### config.mk
export PLATFORM = sky130hd
export DESIGN_NAME = f1_light_seq_flat
export DESIGN_NICKNAME = d
export VERILOG_FILES = /design/src/rtl/f1_light_seq_pkg.sv /design/src/rtl/f1_light_seq_if.sv /design/src/rtl/f1_light_seq_tick_gen.sv /design/src/rtl/f1_light_seq.sv /design/src/flat_wrapper.sv
export SDC_FILE = /design/constraint.sdc
export NUM_CORES = 1
export LEC_CHECK = 0
export BUFFER_PORTS_ARGS = -buffer_cell sky130_fd_sc_hd__buf_2
export CORE_ASPECT_RATIO = 0.7
export CORE_MARGIN = 5
export CORE_UTILIZATION = 32
export DETAILED_ROUTE_END_ITERATION = 10
export MAX_ROUTING_LAYER = met4
export PLACE_DENSITY = 0.52
export SYNTH_ARGS = -nofsm -noshare
export SYNTH_HDL_FRONTEND = slang
export SYNTH_SLANG_ARGS = --single-unit
### constraint.sdc
create_clock -name clk -period 7.2 [get_ports clk]
set_input_delay 0.72 -clock clk [delete_from_list [all_inputs] [get_ports clk]]
set_output_delay 0.72 -clock clk [all_outputs]
set_load 0.005 [all_outputs]
### src/rtl/f1_light_seq_pkg.sv
// Shared types and constants for the f1_light_seq start-light sequencer.
// The LFSR tap table is used only when F1_RANDOM_DELAY_EN is defined.
package f1_pkg;

  localparam int DEF_WIDTH       = 16;
  localparam int DEF_N_LIGHTS    = 8;
  localparam int DEF_LFSR_WIDTH  = 7;
  localparam int DEF_FIXED_DELAY = 3;

  typedef enum logic [1:0] {
    IDLE   = 2'd0,
    LIGHTS = 2'd1,
    HOLD   = 2'd2
  } state_t;

  // In the returned mask, bit i stands for the x^(i+1) term of a maximal-length polynomial.
  function automatic logic [7:0] lfsr_taps(input int w);
    logic [7:0] taps;
    case (w)
      4:       taps = 8'h0C;  // x^4+x^3+1
      5:       taps = 8'h14;  // x^5+x^3+1
      6:       taps = 8'h30;  // x^6+x^5+1
      7:       taps = 8'h60;  // x^7+x^6+1
      8:       taps = 8'hB8;  // x^8+x^6+x^5+x^4+1
      default: taps = 8'h60;
    endcase
    return taps;
  endfunction

endpackage

### src/rtl/f1_light_seq_if.sv
// Control and status bundle between the display wrapper and f1_light_seq.
interface f1_light_seq_if #(
  parameter int WIDTH    = 16,
  parameter int N_LIGHTS = 8
) ();

  logic                trigger;
  logic                abort;
  logic [WIDTH-1:0]    N;
  logic [N_LIGHTS-1:0] data_out;
  logic                busy;
  logic                lights_out;

  modport master (
    output trigger, abort, N,
    input  data_out, busy, lights_out
  );

  modport slave (
    input  trigger, abort, N,
    output data_out, busy, lights_out
  );

endinterface

### src/rtl/f1_light_seq_tick_gen.sv
// Reloadable down-counter that emits a tick whenever an enabled count reaches zero.
module tick_gen #(
  parameter int WIDTH = 16
) (
  input  logic             clk,
  input  logic             rst,
  input  logic             load,
  input  logic             en,
  input  logic [WIDTH-1:0] reload,
  output logic             tick
);

  logic [WIDTH-1:0] cnt_r;

  assign tick = en && (cnt_r == {WIDTH{1'b0}});

  // Load takes priority over everything else. Disabled means the count is parked at zero.
  always_ff @(posedge clk or negedge rst) begin
    if (!rst) begin
      cnt_r <= {WIDTH{1'b0}};
    end else if (load) begin
      cnt_r <= reload;
    end else if (!en) begin
      cnt_r <= {WIDTH{1'b0}};
    end else if (cnt_r == {WIDTH{1'b0}}) begin
      cnt_r <= reload;
    end else begin
      cnt_r <= cnt_r - WIDTH'(1);
    end
  end

endmodule

### src/rtl/f1_light_seq.sv
// Start-light sequencer: lights come on one per tick, hold for a delay, then all go off together.
// Define F1_RANDOM_DELAY_EN to take the hold delay from an inline LFSR instead of FIXED_DELAY.
module f1_light_seq
  import f1_pkg::*;
#(
  parameter int WIDTH       = DEF_WIDTH,
  parameter int N_LIGHTS    = DEF_N_LIGHTS,
  parameter int LFSR_WIDTH  = DEF_LFSR_WIDTH,
  parameter int FIXED_DELAY = DEF_FIXED_DELAY
) (
  input logic           clk,
  input logic           rst,
  f1_light_seq_if.slave bus
);

  state_t              state_r, state_s;
  logic [N_LIGHTS-1:0] data_r, data_s;
  logic [31:0]         delay_r, delay_s;
  logic [31:0]         dly_init_s;
  logic                busy_r;
  logic                lo_r, lo_s;
  logic                load_s;
  logic                tick_s;

  tick_gen #(.WIDTH(WIDTH)) u_tick (
    .clk    (clk),
    .rst    (rst),
    .load   (load_s),
    .en     (busy_r),
    .reload (bus.N),
    .tick   (tick_s)
  );

`ifdef F1_RANDOM_DELAY_EN
  localparam logic [LFSR_WIDTH-1:0] TAPS = LFSR_WIDTH'(lfsr_taps(LFSR_WIDTH));
  logic [LFSR_WIDTH-1:0] lfsr_r;

  // Free-running Fibonacci LFSR. Seed 1 keeps it off the all-zero lock-up state.
  always_ff @(posedge clk or negedge rst) begin
    if (!rst) begin
      lfsr_r <= LFSR_WIDTH'(1);
    end else begin
      lfsr_r <= {lfsr_r[LFSR_WIDTH-2:0], ^(lfsr_r & TAPS)};
    end
  end

  assign dly_init_s = 32'(lfsr_r);
`else
  assign dly_init_s = 32'(FIXED_DELAY);
`endif

  // Next-state and datapath. Abort overrides trigger and tick.
  always_comb begin
    state_s = state_r;
    data_s  = data_r;
    delay_s = delay_r;
    lo_s    = 1'b0;
    load_s  = 1'b0;
    if (bus.abort) begin
      state_s = IDLE;
      data_s  = {N_LIGHTS{1'b0}};
    end else begin
      case (state_r)
        IDLE: begin
          if (bus.trigger) begin
            state_s = LIGHTS;
            load_s  = 1'b1;
          end else begin
            state_s = IDLE;
          end
        end
        LIGHTS: begin
          if (tick_s) begin
            data_s = {data_r[N_LIGHTS-2:0], 1'b1};
            // Bit N_LIGHTS-2 already lit means this tick lights the final bit.
            if (data_r[N_LIGHTS-2]) begin
              state_s = HOLD;
              delay_s = dly_init_s;
            end else begin
              state_s = LIGHTS;
            end
          end else begin
            state_s = LIGHTS;
          end
        end
        HOLD: begin
          if (tick_s) begin
            if (delay_r <= 32'd1) begin
              state_s = IDLE;
              data_s  = {N_LIGHTS{1'b0}};
              lo_s    = 1'b1;
            end else begin
              delay_s = delay_r - 32'd1;
            end
          end else begin
            state_s = HOLD;
          end
        end
        default: begin
          state_s = IDLE;
          data_s  = {N_LIGHTS{1'b0}};
        end
      endcase
    end
  end

  // State and registered outputs.
  always_ff @(posedge clk or negedge rst) begin
    if (!rst) begin
      state_r <= IDLE;
      data_r  <= {N_LIGHTS{1'b0}};
      delay_r <= 32'd0;
      busy_r  <= 1'b0;
      lo_r    <= 1'b0;
    end else begin
      state_r <= state_s;
      data_r  <= data_s;
      delay_r <= delay_s;
      busy_r  <= (state_s != IDLE);
      lo_r    <= lo_s;
    end
  end

  assign bus.data_out   = data_r;
  assign bus.busy       = busy_r;
  assign bus.lights_out = lo_r;

endmodule

### src/flat_wrapper.sv
// flat-port wrapper written by rule: the top's interface ports become plain ports
module f1_light_seq_flat import f1_pkg::*;
#(
  parameter int WIDTH       = DEF_WIDTH,
  parameter int N_LIGHTS    = DEF_N_LIGHTS,
  parameter int LFSR_WIDTH  = DEF_LFSR_WIDTH,
  parameter int FIXED_DELAY = DEF_FIXED_DELAY
)
  (clk, rst, bus_trigger, bus_abort, bus_N, bus_data_out, bus_busy, bus_lights_out);
  f1_light_seq_if #(.WIDTH(WIDTH), .N_LIGHTS(N_LIGHTS)) bus_i ();
  input logic clk;
  input logic rst;
  input wire logic [$bits(bus_i.trigger)-1:0] bus_trigger;
  input wire logic [$bits(bus_i.abort)-1:0] bus_abort;
  input wire logic [$bits(bus_i.N)-1:0] bus_N;
  output wire logic [$bits(bus_i.data_out)-1:0] bus_data_out;
  output wire logic [$bits(bus_i.busy)-1:0] bus_busy;
  output wire logic [$bits(bus_i.lights_out)-1:0] bus_lights_out;
  assign bus_i.trigger = bus_trigger;
  assign bus_i.abort = bus_abort;
  assign bus_i.N = bus_N;
  assign bus_data_out = bus_i.data_out;
  assign bus_busy = bus_i.busy;
  assign bus_lights_out = bus_i.lights_out;
  f1_light_seq #(.WIDTH(WIDTH), .N_LIGHTS(N_LIGHTS), .LFSR_WIDTH(LFSR_WIDTH), .FIXED_DELAY(FIXED_DELAY)) u_core (.clk(clk), .rst(rst), .bus(bus_i));
endmodule
==> results of run 1 <==
==> layer usage <==
metal | vias up | GRT usage, % | share of wire, %
met5 | - | - | 0
met1 | 1467 | 21.0 | 53
li1 | 1470 | - | -
met4 | 0 | 4.26 | 1.2
met2 | 51 | 18.5 | 42
met3 | 8 | 3.66 | 3.4
==> Yosys cell counts, types with 2 or more instances <==
| cell | count |
|---|---|
| nand3_1 | 16 |
| a22o_1 | 3 |
| or4_1 | 19 |
| inv_1 | 8 |
| o22ai_1 | 5 |
| ha_1 | 3 |
| o21ai_0 | 12 |
| buf_4 | 2 |
| and2_1 | 3 |
| nor4_2 | 3 |
| clkbuf_1 | 11 |
| nand3b_1 | 4 |
| o32ai_1 | 2 |
| mux2_2 | 2 |
| o211ai_1 | 2 |
| nor3_1 | 9 |
| nor4_1 | 12 |
| or3b_1 | 2 |
| a211oi_1 | 7 |
| xor2_1 | 3 |
| nor2_1 | 31 |
| a21oi_1 | 21 |
| buf_6 | 3 |
| nand4_1 | 6 |
| a31oi_1 | 2 |
| buf_2 | 4 |
| xnor2_1 | 7 |
| dfrtp_1 | 60 |
| o31ai_1 | 18 |
| nor4b_1 | 2 |
| nand2_1 | 28 |
| mux2i_1 | 17 |
| and4_1 | 3 |
| nand2b_1 | 22 |
| or3_1 | 9 |
| or2_2 | 2 |
==> cell families (layout without fill, tap and decap cells) <==
family / Yosys count / in the layout / synth area share [%]
multiplexers: 19 / 19 / 5.47
AO/OA/AOI/OAI: 78 / 78 / 15.0
AND/OR/NAND/NOR: 180 / 180 / 29.4
buffers and inverters: 28 / 56 / 3.98
XOR/XNOR: 10 / 10 / 2.49
flip-flops: 60 / 60 / 42.6
adder cells (fa/ha/maj): 3 / 3 / 1.07
==> registers in the layout, summed over array words and instances (netlist names) <==
register	cells
u_core.bus.busy	1
u_core.state_r	2
u_core.delay_r	32
u_core.bus.data_out	8
u_core.u_tick.cnt_r	16
u_core.bus.lights_out	1
==> critical path: cells and delay by family (launching register included) <==
family | cells | cell delay (ps)
AND/OR/NAND/NOR | 4 | 2160
buffers and inverters | 1 | 290
AO/OA/AOI/OAI | 1 | 60
flip-flops | 1 | 410
==> cell usage in the layout (no fill, tap or decap), types with 3 or more instances in the layout <==
cell / n
a211oi_1: 7
a21oi_1: 20
a22o_1: 3
and2_1: 3
and4_1: 3
buf_2: 29
buf_4: 3
bufinv_16: 3
clkbuf_16: 9
dfrtp_1: 60
ha_1: 3
inv_1: 8
mux2i_1: 17
nand2_1: 28
nand2b_1: 22
nand3_1: 16
nand3b_1: 4
nand4_1: 6
nor2_1: 31
nor3_1: 9
nor4_1: 12
nor4_2: 3
o21ai_0: 12
o22ai_1: 5
o31ai_1: 18
or3_1: 9
or4_1: 19
xnor2_1: 7
xor2_1: 3
==> power by group through the flow <==
stage          sequential (mW)  combinational, mW  clock (mW)
3_5_place_dp             0.401              0.222           0
3_3_place_gp             0.401              0.222           0
2_1_floorplan            0.392              0.179           0
5_1_grt                  0.400              0.250       0.533
4_1_cts                  0.396              0.224       0.515
6_report                 0.396              0.224       0.508
==> per-stage QoR <==
step,instances,setup slack (ps)
2_1_floorplan,378,4780
3_3_place_gp,543,4130
3_5_place_dp,543,4040
4_1_cts,559,4150
5_1_grt,559,3860
6_report,559,4150
==> worst min path at each step <==
stage                                       endpoint  cells after the start
finish              u_core.u_tick.cnt_r[1]$_DFF_PN0_                      2
global route          u_core.delay_r[16]$_DFFE_PN0P_                      2
CTS                   u_core.delay_r[28]$_DFFE_PN0P_                      2
detailed placement    u_core.delay_r[28]$_DFFE_PN0P_                      2
global placement      u_core.delay_r[28]$_DFFE_PN0P_                      2
floorplan                  u_core.bus.busy$_DFF_PN0_                      0
==> area by class of cell <==
cell class                 instances  area (um^2)  share of cell area [%]
tap                              153          191                    4.64
sequential                        60         1500                    36.4
inverter                           8         30.0                   0.727
clock inverter                     6          111                    2.70
multi-input combinational        290         1890                    45.7
clock buffer                      10          239                    5.79
timing repair buffer              32          168                    4.06
==> impl_results.md, run 1 <==
* Status: completed
* Post_cts resized at 0
* Power density over the cells at 273 nW/um^2
* Worst-case clock buffer depth at 2
* Setup Buffers After CTS at 0
* Remaining design rule violation count at 0
* MaxCap Viol Count at 0
* Setup Skew at 8.40 ps
* Hold slack at 540 ps
* Vias per inst at 5.36
* Row cnt at 32
* Final min period at 3050 ps
* Sw frac at 28.6%
* Clock Sinks at 60
* RePlAce Congestion at 0.773
* Synth area leaders: dfrtp_1 (43%), mux2i_1 (4.8%), or4_1 (4.0%)
* Sequential power share at 35.1%
* Final HPWL DP at 5740 um
* Syn Area/Cell at 9.32 um^2
* Max-slew violation count at 0
* Post-synth ARST share at 100%
* Setup TNS Final at 0 ps
* Die width at 135 um
* CP Launch Type: register
* Largest net degree at the start of global routing at 61
* Design area at 4130 um^2
* Slowest cell on the critical path: nor2_1
* Placed cell areas at 3780 um^2
* Number of diodes at 0
* Antenna violations before repair at 0
* WL/cell at 15.4 um
* Relative slew slack at 24.9%
* Sw Pwr at 0.323 mW
* Port buffer count at 29
* First-pass GRT wire length at 14600 um
* Critical path launch point: u_core.u_tick.cnt_r[2]$_DFF_PN0_
* Total CTS buffers at 9
* Fillcell total at 1104
* Fin. Hold Viols at 0
* Worst Setup EP: u_core.delay_r[30]$_DFFE_PN0P_
* Main synth FF type: dfrtp_1
* Share of the synthesized area in the top cell type at 42.6%
* Mapped Cells at 378
* Detailed Route WL at 8620 um
* Worst-path cell chain: nor4_2 -> and4_1 -> nand2_2 -> nor2_1 -> buf_4 -> a21oi_1
* Worst hold path type: in -> async
* Fmax at 0.327 GHz
* Area leader, netlist: dfrtp_1
* Worst stage delay on the critical path at 610 ps
* Clock power share at 45.0%
* Clock-pin slew on the worst setup and hold paths at 50 ps
* Antenna-violating nets left at 0
* Layout cells sized above 1 at 15.5%
* Starting Density at 32.4%
* Starting DRT DRC Count at 291
* Power share of the combinational group at 19.9%
* Clock Root Buffer: clkbuf_16
* H-Tree Depth at 3
* P_int at 0.805 mW
* Worst r2r path cells at 6
* Syn nets at 401
* TritonRoute pass-1 iters at 4
* CTS tree: done
* Via count at 2996
* Gr ovfl total at 0
* Final core utilization at 37.9%
* Hold buffer count at CTS at 0
* Reg-to-Reg End: u_core.delay_r[30]$_DFFE_PN0P_
* Post-synthesis register bit count at 60
* Die Area at 13200 um^2
* R2r startpoint: u_core.u_tick.cnt_r[2]$_DFF_PN0_
* Crit path DAT at 3250 ps
* Crit path required time at 7400 ps
* Skew-Pair Late Insertion Delay at 330 ps
* Worst reg-to-reg setup slack at 4150 ps
* Vias in the first global route at 2826
* YS warnings at 0
* VDD IR max at 0.000102 V
* Final setup viols at 0
* CP Capture Type: register
* Post-synth EDFFs at 0
* Crit Path Category: reg -> reg
* Static leakage at 1.78 nW
* Worst Tran Pin Value at 1130 ps
* Sequential element share of the synthesized area at 42.6%
* DIE HEIGHT at 97.8 um
* Crit path max fanout at 42
* Cell Area, Synth at 3520 um^2
* Final Cycle Share at 42.4%
* Layout area overhead at 17.1%
* RSZ-0062 raised after global routing: false
* Num ports at 30
* Core area at 10900 um^2
* Nets@finish at 424
* Post-route total power at 1.13 mW
* Global Route Usage Sum at 14.1%
* Number of distinct library cells after synthesis at 51
Note: power is estimated with default switching activity, not from simulation.
==> inputs of run 2 (changes only) <==
--- a/config.mk
+++ b/config.mk
@@ -5,6 +5,7 @@
 export SDC_FILE = /design/constraint.sdc
 export NUM_CORES = 1
 export LEC_CHECK = 0
+export ABC_AREA = 1
 export BUFFER_PORTS_ARGS = -buffer_cell sky130_fd_sc_hd__buf_2
 export CORE_ASPECT_RATIO = 0.7
 export CORE_MARGIN = 5
==> constraint.sdc (replaced) <==
create_clock -name clk -period 3.2 [get_ports clk]
set_input_delay 0.32 -clock clk [delete_from_list [all_inputs] [get_ports clk]]
set_output_delay 0.32 -clock clk [all_outputs]
set_load 0.005 [all_outputs]
==> impl_results.md, run 2 <==
* R2r startpoint: u_core.u_tick.cnt_r[0]$_DFF_PN0_
* RSZ-0062 raised after global routing: false
* Fmax at 0.479 GHz (+46%)
* Crit Path Category: reg -> reg
* Worst r2r path cells at 10 (+4)
* Row cnt at 33 (+3.1%)
* Worst Setup EP: u_core.delay_r[12]$_DFFE_PN0P_
* Nets@finish at 633 (+49%)
* Relative slew slack at 26.0% (+1.0 points)
* Power share of the combinational group at 20.2% (+0.3 points)
* Sequential power share at 38.8% (+3.7 points)
* Num ports at 30 (unchanged)
* Vias in the first global route at 3258 (+15%)
* Remaining design rule violation count at 0 (unchanged)
* Setup Skew at 4.42 ps (-3.98 ps)
* Core area at 11900 um^2 (+8.8%)
* Max FFs per register at 32 (unchanged)
* Post-synthesis register bit count at 60 (unchanged)
* Syn Area/Cell at 6.79 um^2 (-27%)
* Clock Root Buffer: clkbuf_16
* Vias per inst at 4.56 (-15%)
* Setup TNS Final at 0 ps (unchanged)
* Antenna-violating nets left at 0 (unchanged)
* Post_cts resized at 0 (unchanged)
* Status: completed
* Post-route total power at 2.24 mW (+99%)
* Placed cell areas at 4200 um^2 (+11%)
* Sw Pwr at 0.684 mW (+110%)
* Largest net degree at the start of global routing at 48 (-21%)
* Mapped Cells at 579 (+53%)
* Clock-pin slew on the worst setup and hold paths at 50 ps (about the same)
* CP Launch Type: register
* Fin. Hold Viols at 0 (unchanged)
* Starting DRT DRC Count at 235 (-19%)
* Crit path DAT at 2350 ps (-900 ps)
* P_int at 1.56 mW (+94%)
* Via count at 3521 (+18%)
* Global Route Usage Sum at 14.8% (+0.66 points)
* Crit path required time at 3460 ps (-3940 ps)
* Cell with the most instances after synthesis: nand2_1
* CP Capture Type: register
* Sequential element share of the synthesized area at 38.2% (-4.4 points)
* Detailed Route WL at 9740 um (+13%)
* Total CTS buffers at 9 (unchanged)
* Worst reg-to-reg setup slack at 1110 ps (-3030 ps)
* Antenna violations before repair at 0 (unchanged)
* Port buffer count at 29 (unchanged)
* Starting Density at 33.2% (+0.80 points)
* Number of diodes at 0 (unchanged)
* Hold buffer count at CTS at 0 (unchanged)
* Skew-Pair Late Insertion Delay at 320 ps (about the same)
* Gr ovfl total at 0 (unchanged)
* Synth area leaders: dfrtp_1 (38%), nand2_1 (20%), nor2_1 (11%)
* YS warnings at 0 (unchanged)
* H-Tree Depth at 3 (unchanged)
* Final HPWL DP at 7240 um (+26%)
* MaxCap Viol Count at 0 (unchanged)
* Die width at 142 um (+5.2%)
* Number of distinct library cells after synthesis at 31 (-39%)
* TritonRoute pass-1 iters at 4 (unchanged)
* DIE HEIGHT at 103 um (+5.0%)
* Clock power share at 41.0% (-4.0 points)
* Final Cycle Share at 65.3% (+23 points)
* Layout cells sized above 1 at 12.7% (-2.8 points)
* Layout area overhead at 14.1%
* Worst Tran Pin Value at 1110 ps (-15.2 ps)
* Final min period at 2090 ps (-966 ps)
* Area leader, netlist: dfrtp_1
* Clock Sinks at 60 (unchanged)
* RePlAce Congestion at 0.882 (+14%)
* Post-synth EDFFs at 0 (unchanged)
* Most common cell after layout, fill and taps aside: nand2_1
* WL/cell at 12.6 um (-18%)
* Worst-case clock buffer depth at 2 (unchanged)
* Main synth FF type: dfrtp_1
* Max-slew violation count at 0 (unchanged)
* Crit path max fanout at 30 (-29%)
* Die Area at 14600 um^2 (+10%)
* Static leakage at 2.42 nW (+36%)
* First-pass GRT wire length at 16700 um (+14%)
* Most frequent cells in the layout: nand2_1 (213), nor2_1 (111), dfrtp_1 (60)
* Power density over the cells at 500 nW/um^2 (+83%)
* Syn nets at 602 (+50%)
* Sw frac at 30.5% (+1.9 points)
* Setup Buffers After CTS at 0 (unchanged)
* Final setup viols at 0 (unchanged)
* Worst hold path type: in -> async
* Critical path launch point: u_core.u_tick.cnt_r[0]$_DFF_PN0_
* Synth cell count leaders: nand2_1 (213), nor2_1 (111), dfrtp_1 (60)
* Post-synth ARST share at 100% (unchanged)
* Most flops, register: u_core.delay_r
* Hold slack at 208 ps (-332 ps)
* Cell Area, Synth at 3930 um^2 (+12%)
* CTS tree: done
* Share of the synthesized area in the top cell type at 38.2% (-4.4 points)
* Design area at 4490 um^2 (+8.7%)
* Reg-to-Reg End: u_core.delay_r[12]$_DFFE_PN0P_
* VDD IR max at 0.000280 V (+170%)
run 2: cell count changes in the layout (fill, tap and decap cells not counted), sizes merged, moves of 8 or more:
cell    delta
nor4      -15
nand3     +14
nor2      +91
or4       -20
inv       +40
nand2b    -22
xor2      +10
mux2i     -17
xnor2      +8
nand2    +191
o21ai      +9
o31ai     -18
or3        -9
run 2: cell families after synthesis:
logic type | after synthesis | synth area share, %
fa+ha+maj | 3 | 0.955
buf+inv | 60 | 7.07
compound gates | 39 | 5.70
simple gates | 389 | 41.8
xor+xnor | 28 | 6.24
flops | 60 | 38.2
run 2: final cells by class:
type                            instances  area [um^2]
Sequential cell                        60         1500
Tap cell                              157          196
Fill cell                            1253         7360
Clock inverter                          4         22.5
Timing Repair Buffer                   32          168
Multi-Input combinational cell        459         2150
Inverter                               48          180
Clock buffer                           12          267
run 2: worst min-delay path by stage:
stage,from,end,slack (ps),cells past startpoint
3_3_place_gp,u_core.bus.data_out[7]$_DFFE_PN0P_,u_core.bus.data_out[7]$_DFFE_PN0P_,460,2
2_1_floorplan,rst,u_core.bus.busy$_DFF_PN0_,20,0
5_1_grt,bus_N[8],u_core.u_tick.cnt_r[8]$_DFF_PN0_,190,3
6_report,rst,u_core.u_tick.cnt_r[8]$_DFF_PN0_,210,1
3_5_place_dp,u_core.bus.data_out[7]$_DFFE_PN0P_,u_core.bus.data_out[7]$_DFFE_PN0P_,480,2
4_1_cts,bus_N[8],u_core.u_tick.cnt_r[8]$_DFF_PN0_,190,3
run 2: power groups by stage:
stage / Combinational [mW] / Clock (mW) / Sequential [mW]
3_5_place_dp: 0.456 / 0 / 0.882
3_3_place_gp: 0.455 / 0 / 0.882
6_report: 0.454 / 0.919 / 0.871
5_1_grt: 0.518 / 0.986 / 0.878
4_1_cts: 0.459 / 0.949 / 0.870
2_1_floorplan: 0.365 / 0 / 0.865
run 2: critical path, stage by stage, from the launching register on:
cell,delay (ps)
dfrtp_1,390
inv_1,60
ha_1,210
nand2_1,130
nor2_1,120
nand3_1,100
o21ai_2,90
nand2_1,100
nor2_4,590
nand2_1,120
nand2_1,110
run 2: routing by layer:
metal	global-route usage, %	wire length (um)	vias to the layer above
li1	-	-	1860
met1	22.9	5480	1585
met2	18.9	3630	71
met3	3.38	554	5
met4	3.65	82	0
met5	-	0	-
run 2: through the flow:
stage | std cells | worst slack, ps | util [%]
global placement | 756 | 1150 | 35.4
detailed placement | 756 | 1080 | 35.4
global route | 772 | 829 | 37.9
CTS | 772 | 1070 | 37.9
finish | 772 | 1110 | 37.9
floorplan | 579 | 1560 | -
==> inputs of run 3 (changes only) <==
--- a/config.mk
+++ b/config.mk
@@ -5,14 +5,14 @@
 export SDC_FILE = /design/constraint.sdc
 export NUM_CORES = 1
 export LEC_CHECK = 0
-export ABC_AREA = 1
+export ABC_AREA = 0
 export BUFFER_PORTS_ARGS = -buffer_cell sky130_fd_sc_hd__buf_2
 export CORE_ASPECT_RATIO = 0.7
 export CORE_MARGIN = 5
 export CORE_UTILIZATION = 32
 export DETAILED_ROUTE_END_ITERATION = 10
 export MAX_ROUTING_LAYER = met4
-export PLACE_DENSITY = 0.52
+export PLACE_DENSITY = 0.54
 export SYNTH_ARGS = -nofsm -noshare
 export SYNTH_HDL_FRONTEND = slang
 export SYNTH_SLANG_ARGS = --single-unit
==> constraint.sdc (replaced) <==
create_clock -name clk -period 1.9 [get_ports clk]
set_input_delay 0.19 -clock clk [delete_from_list [all_inputs] [get_ports clk]]
set_output_delay 0.19 -clock clk [all_outputs]
set_load 0.005 [all_outputs]
==> impl_results.md, run 3 (synthesis gave the netlist of run 1 again) <==
* Status: finished, violations left
* Total CTS buffers at 9 (unchanged)
* Clock Sinks at 60 (unchanged)
* Starting Density at 32.4% (-0.80 points)
* Starting DRT DRC Count at 257 (+9.4%)
* Most frequent cells in the layout: buf_4 (87), dfrtp_1 (59), buf_2 (29)
* Worst Slack Setup Final at -464 ps (-1570 ps)
* Placed cell areas at 4780 um^2 (+14%)
* Remaining design rule violation count at 0 (unchanged)
* Critical path launch point: u_core.delay_r[11]$_DFFE_PN0P_
* RSZ-0062 raised after global routing: true
* Worst path depth at 5 (-5)
* Largest net degree at the start of global routing at 54 (+13%)
* Layout cells sized above 1 at 51.1% (+38 points)
* R2r startpoint: u_core.delay_r[11]$_DFFE_PN0P_
* Gr ovfl total at 0 (unchanged)
* WL/cell at 16.3 um (+29%)
* Worst Tran Pin Value at 991 ps (-119 ps)
* Skew-Pair Late Insertion Delay at 340 ps (+20 ps)
* Fmax at 0.423 GHz (-12%)
* Num ports at 30 (unchanged)
* Final setup viols at 58 (+58)
* Sequential power share at 29.9% (-8.9 points)
* Crit path required time at 2160 ps (-1300 ps)
* Final core utilization at 55.7% (+18 points)
* Vias per inst at 5.10 (+12%)
* Sw frac at 30.8% (+0.35 points)
* Most flops, register: u_core.delay_r
* Vias in the first global route at 3504 (+7.6%)
* Slowest cell on the critical path: or4_4
* Failing checks: setup timing
* MaxCap Viol Count at 0 (unchanged)
* Sw Pwr at 1.53 mW (+120%)
* TritonRoute pass-1 iters at 4 (unchanged)
* Port buffer count at 29 (unchanged)
* Worst-case clock buffer depth at 2 (unchanged)
* Worst path top cell family by delay: simple AND/OR/NAND/NOR gates
* Core area at 10900 um^2 (-8.1%)
* Multi-input logic area at 2510 um^2 (+17%)
* Final HPWL DP at 6960 um (-3.8%)
* P_int at 3.43 mW (+120%)
* Worst Setup EP: u_core.delay_r[16]$_DFFE_PN0P_
* Crit Path Category: reg -> reg
* Die width at 135 um (-4.9%)
* Worst stage delay on the critical path at 580 ps (about the same)
* First-pass GRT wire length at 18200 um (+8.8%)
* DIE HEIGHT at 97.8 um (-4.8%)
* Max-slew violation count at 0 (unchanged)
* Die Area at 13200 um^2 (-9.5%)
* Reg area at 1500 um^2 (about the same)
* CP Launch Type: register
* VDD IR max at 0.000691 V (+150%)
* Clock-pin slew on the worst setup and hold paths at 50 ps (about the same)
* RePlAce Congestion at 0.788 (-11%)
* Most frequent CP cell: or4_4
* Via count at 3504 (-0.48%)
* Layout area overhead at 72.2%
* H-Tree Depth at 3 (unchanged)
* Crit path DAT at 2630 ps (+280 ps)
* CP Capture Type: register
* CTS tree: done
* Hold slack at 89.5 ps (-119 ps)
* Worst r2r path cells at 5 (-5)
* Buf/Inv on CP at 0 (-1)
* Design area at 6070 um^2 (+35%)
* Most common cell after layout, fill and taps aside: buf_4
* Row cnt at 32 (-3.0%)
* Relative slew slack at 33.7% (+7.7 points)
* Worst reg-to-reg setup slack at -460 ps (-1570 ps)
* Antenna violations before repair at 0 (unchanged)
* Final min period at 2360 ps (+275 ps)
* Power share of the combinational group at 33.6% (+13 points)
* Worst hold path type: in -> reg
* Worst-path cell chain: or4_4 -> or3_4 -> or3b_4 -> or4_4 -> a21oi_2
* Fillcell total at 939 (-25%)
* Max FFs per register at 32 (unchanged)
* Setup Skew at 5.14 ps (+0.716 ps)
* Detailed Route WL at 11200 um (+15%)
* Fin. Hold Viols at 0 (unchanged)
* Final Cycle Share at 124% (+59 points)
* Static leakage at 2.64 nW (+9.1%)
* Reg-to-Reg End: u_core.delay_r[16]$_DFFE_PN0P_
* Crit path max fanout at 5 (-83%)
* Clock power share at 36.5% (-4.5 points)
* Number of diodes at 0 (unchanged)
* Global Route Usage Sum at 17.6% (+2.9 points)
* Nets@finish at 552 (-13%)
* Antenna-violating nets left at 0 (unchanged)
* Power density over the cells at 816 nW/um^2 (+63%)
* Clock Root Buffer: clkbuf_16
run 3: worst min-delay path by stage:
stage	start	end	depth (start not counted)
after CTS	bus_N[4]	u_core.u_tick.cnt_r[4]$_DFF_PN0_	2
after global routing	bus_N[4]	u_core.u_tick.cnt_r[4]$_DFF_PN0_	2
after detailed placement	rst	u_core.u_tick.cnt_r[8]$_DFF_PN0_	1
final	bus_N[4]	u_core.u_tick.cnt_r[4]$_DFF_PN0_	2
after global placement	rst	u_core.u_tick.cnt_r[8]$_DFF_PN0_	1
after floorplan	rst	u_core.bus.busy$_DFF_PN0_	0
run 3: final cells by class:
cell class                      count  area share [%]
Clock buffer                       10            3.94
Clock inverter                      6            1.42
Inverter                            8           0.495
Multi-Input combinational cell    290            41.4
Sequential cell                    60            24.8
Tap cell                          153            3.15
Timing Repair Buffer              160            24.9
run 3: timing repair:
action                                  in CTS  in global routing
buffers inserted                            13                  9
hold buffers                                 1                  0
gates cloned                                 7                  3
pin swaps                                   27                 27
endpoints found under the hold margin        7                  0
endpoints found under the setup margin      46                 58
resized for setup                           58                 74
run 3: power by group through the flow:
stage	registers [mW]	logic [mW]	clock network (mW)
2_1_floorplan	1.51	0.719	0
3_5_place_dp	1.50	1.23	0
3_3_place_gp	1.50	1.22	0
6_report	1.48	1.66	1.81
5_1_grt	1.49	1.80	1.90
4_1_cts	1.48	1.27	1.85
run 3: routing by layer:
metal	global-route usage (%)	part of all wire, %	vias up
met2	24.7	44	62
met5	-	0	-
li1	-	-	1724
met1	25.8	50	1707
met4	4.65	1.5	0
met3	3.55	4.0	11
run 3: through the flow:
step                      std cells  TNS (ps)  total power, mW  worst slack, ps
after floorplan                 378     -8400             2.23             -367
after global placement          639    -10370             2.72             -373
after detailed placement        639    -11890             2.73             -432
after CTS                       676    -11260             4.60             -436
after global routing            687    -21910             5.20             -529
final                           687    -17560             4.96             -464
run 3: worst reg2reg max path, cell delays in order, from the launching register on:
cell	delay, ps
dfrtp_1	390
or4_4	580
or3_4	350
or3b_4	400
or4_4	420
a21oi_2	150
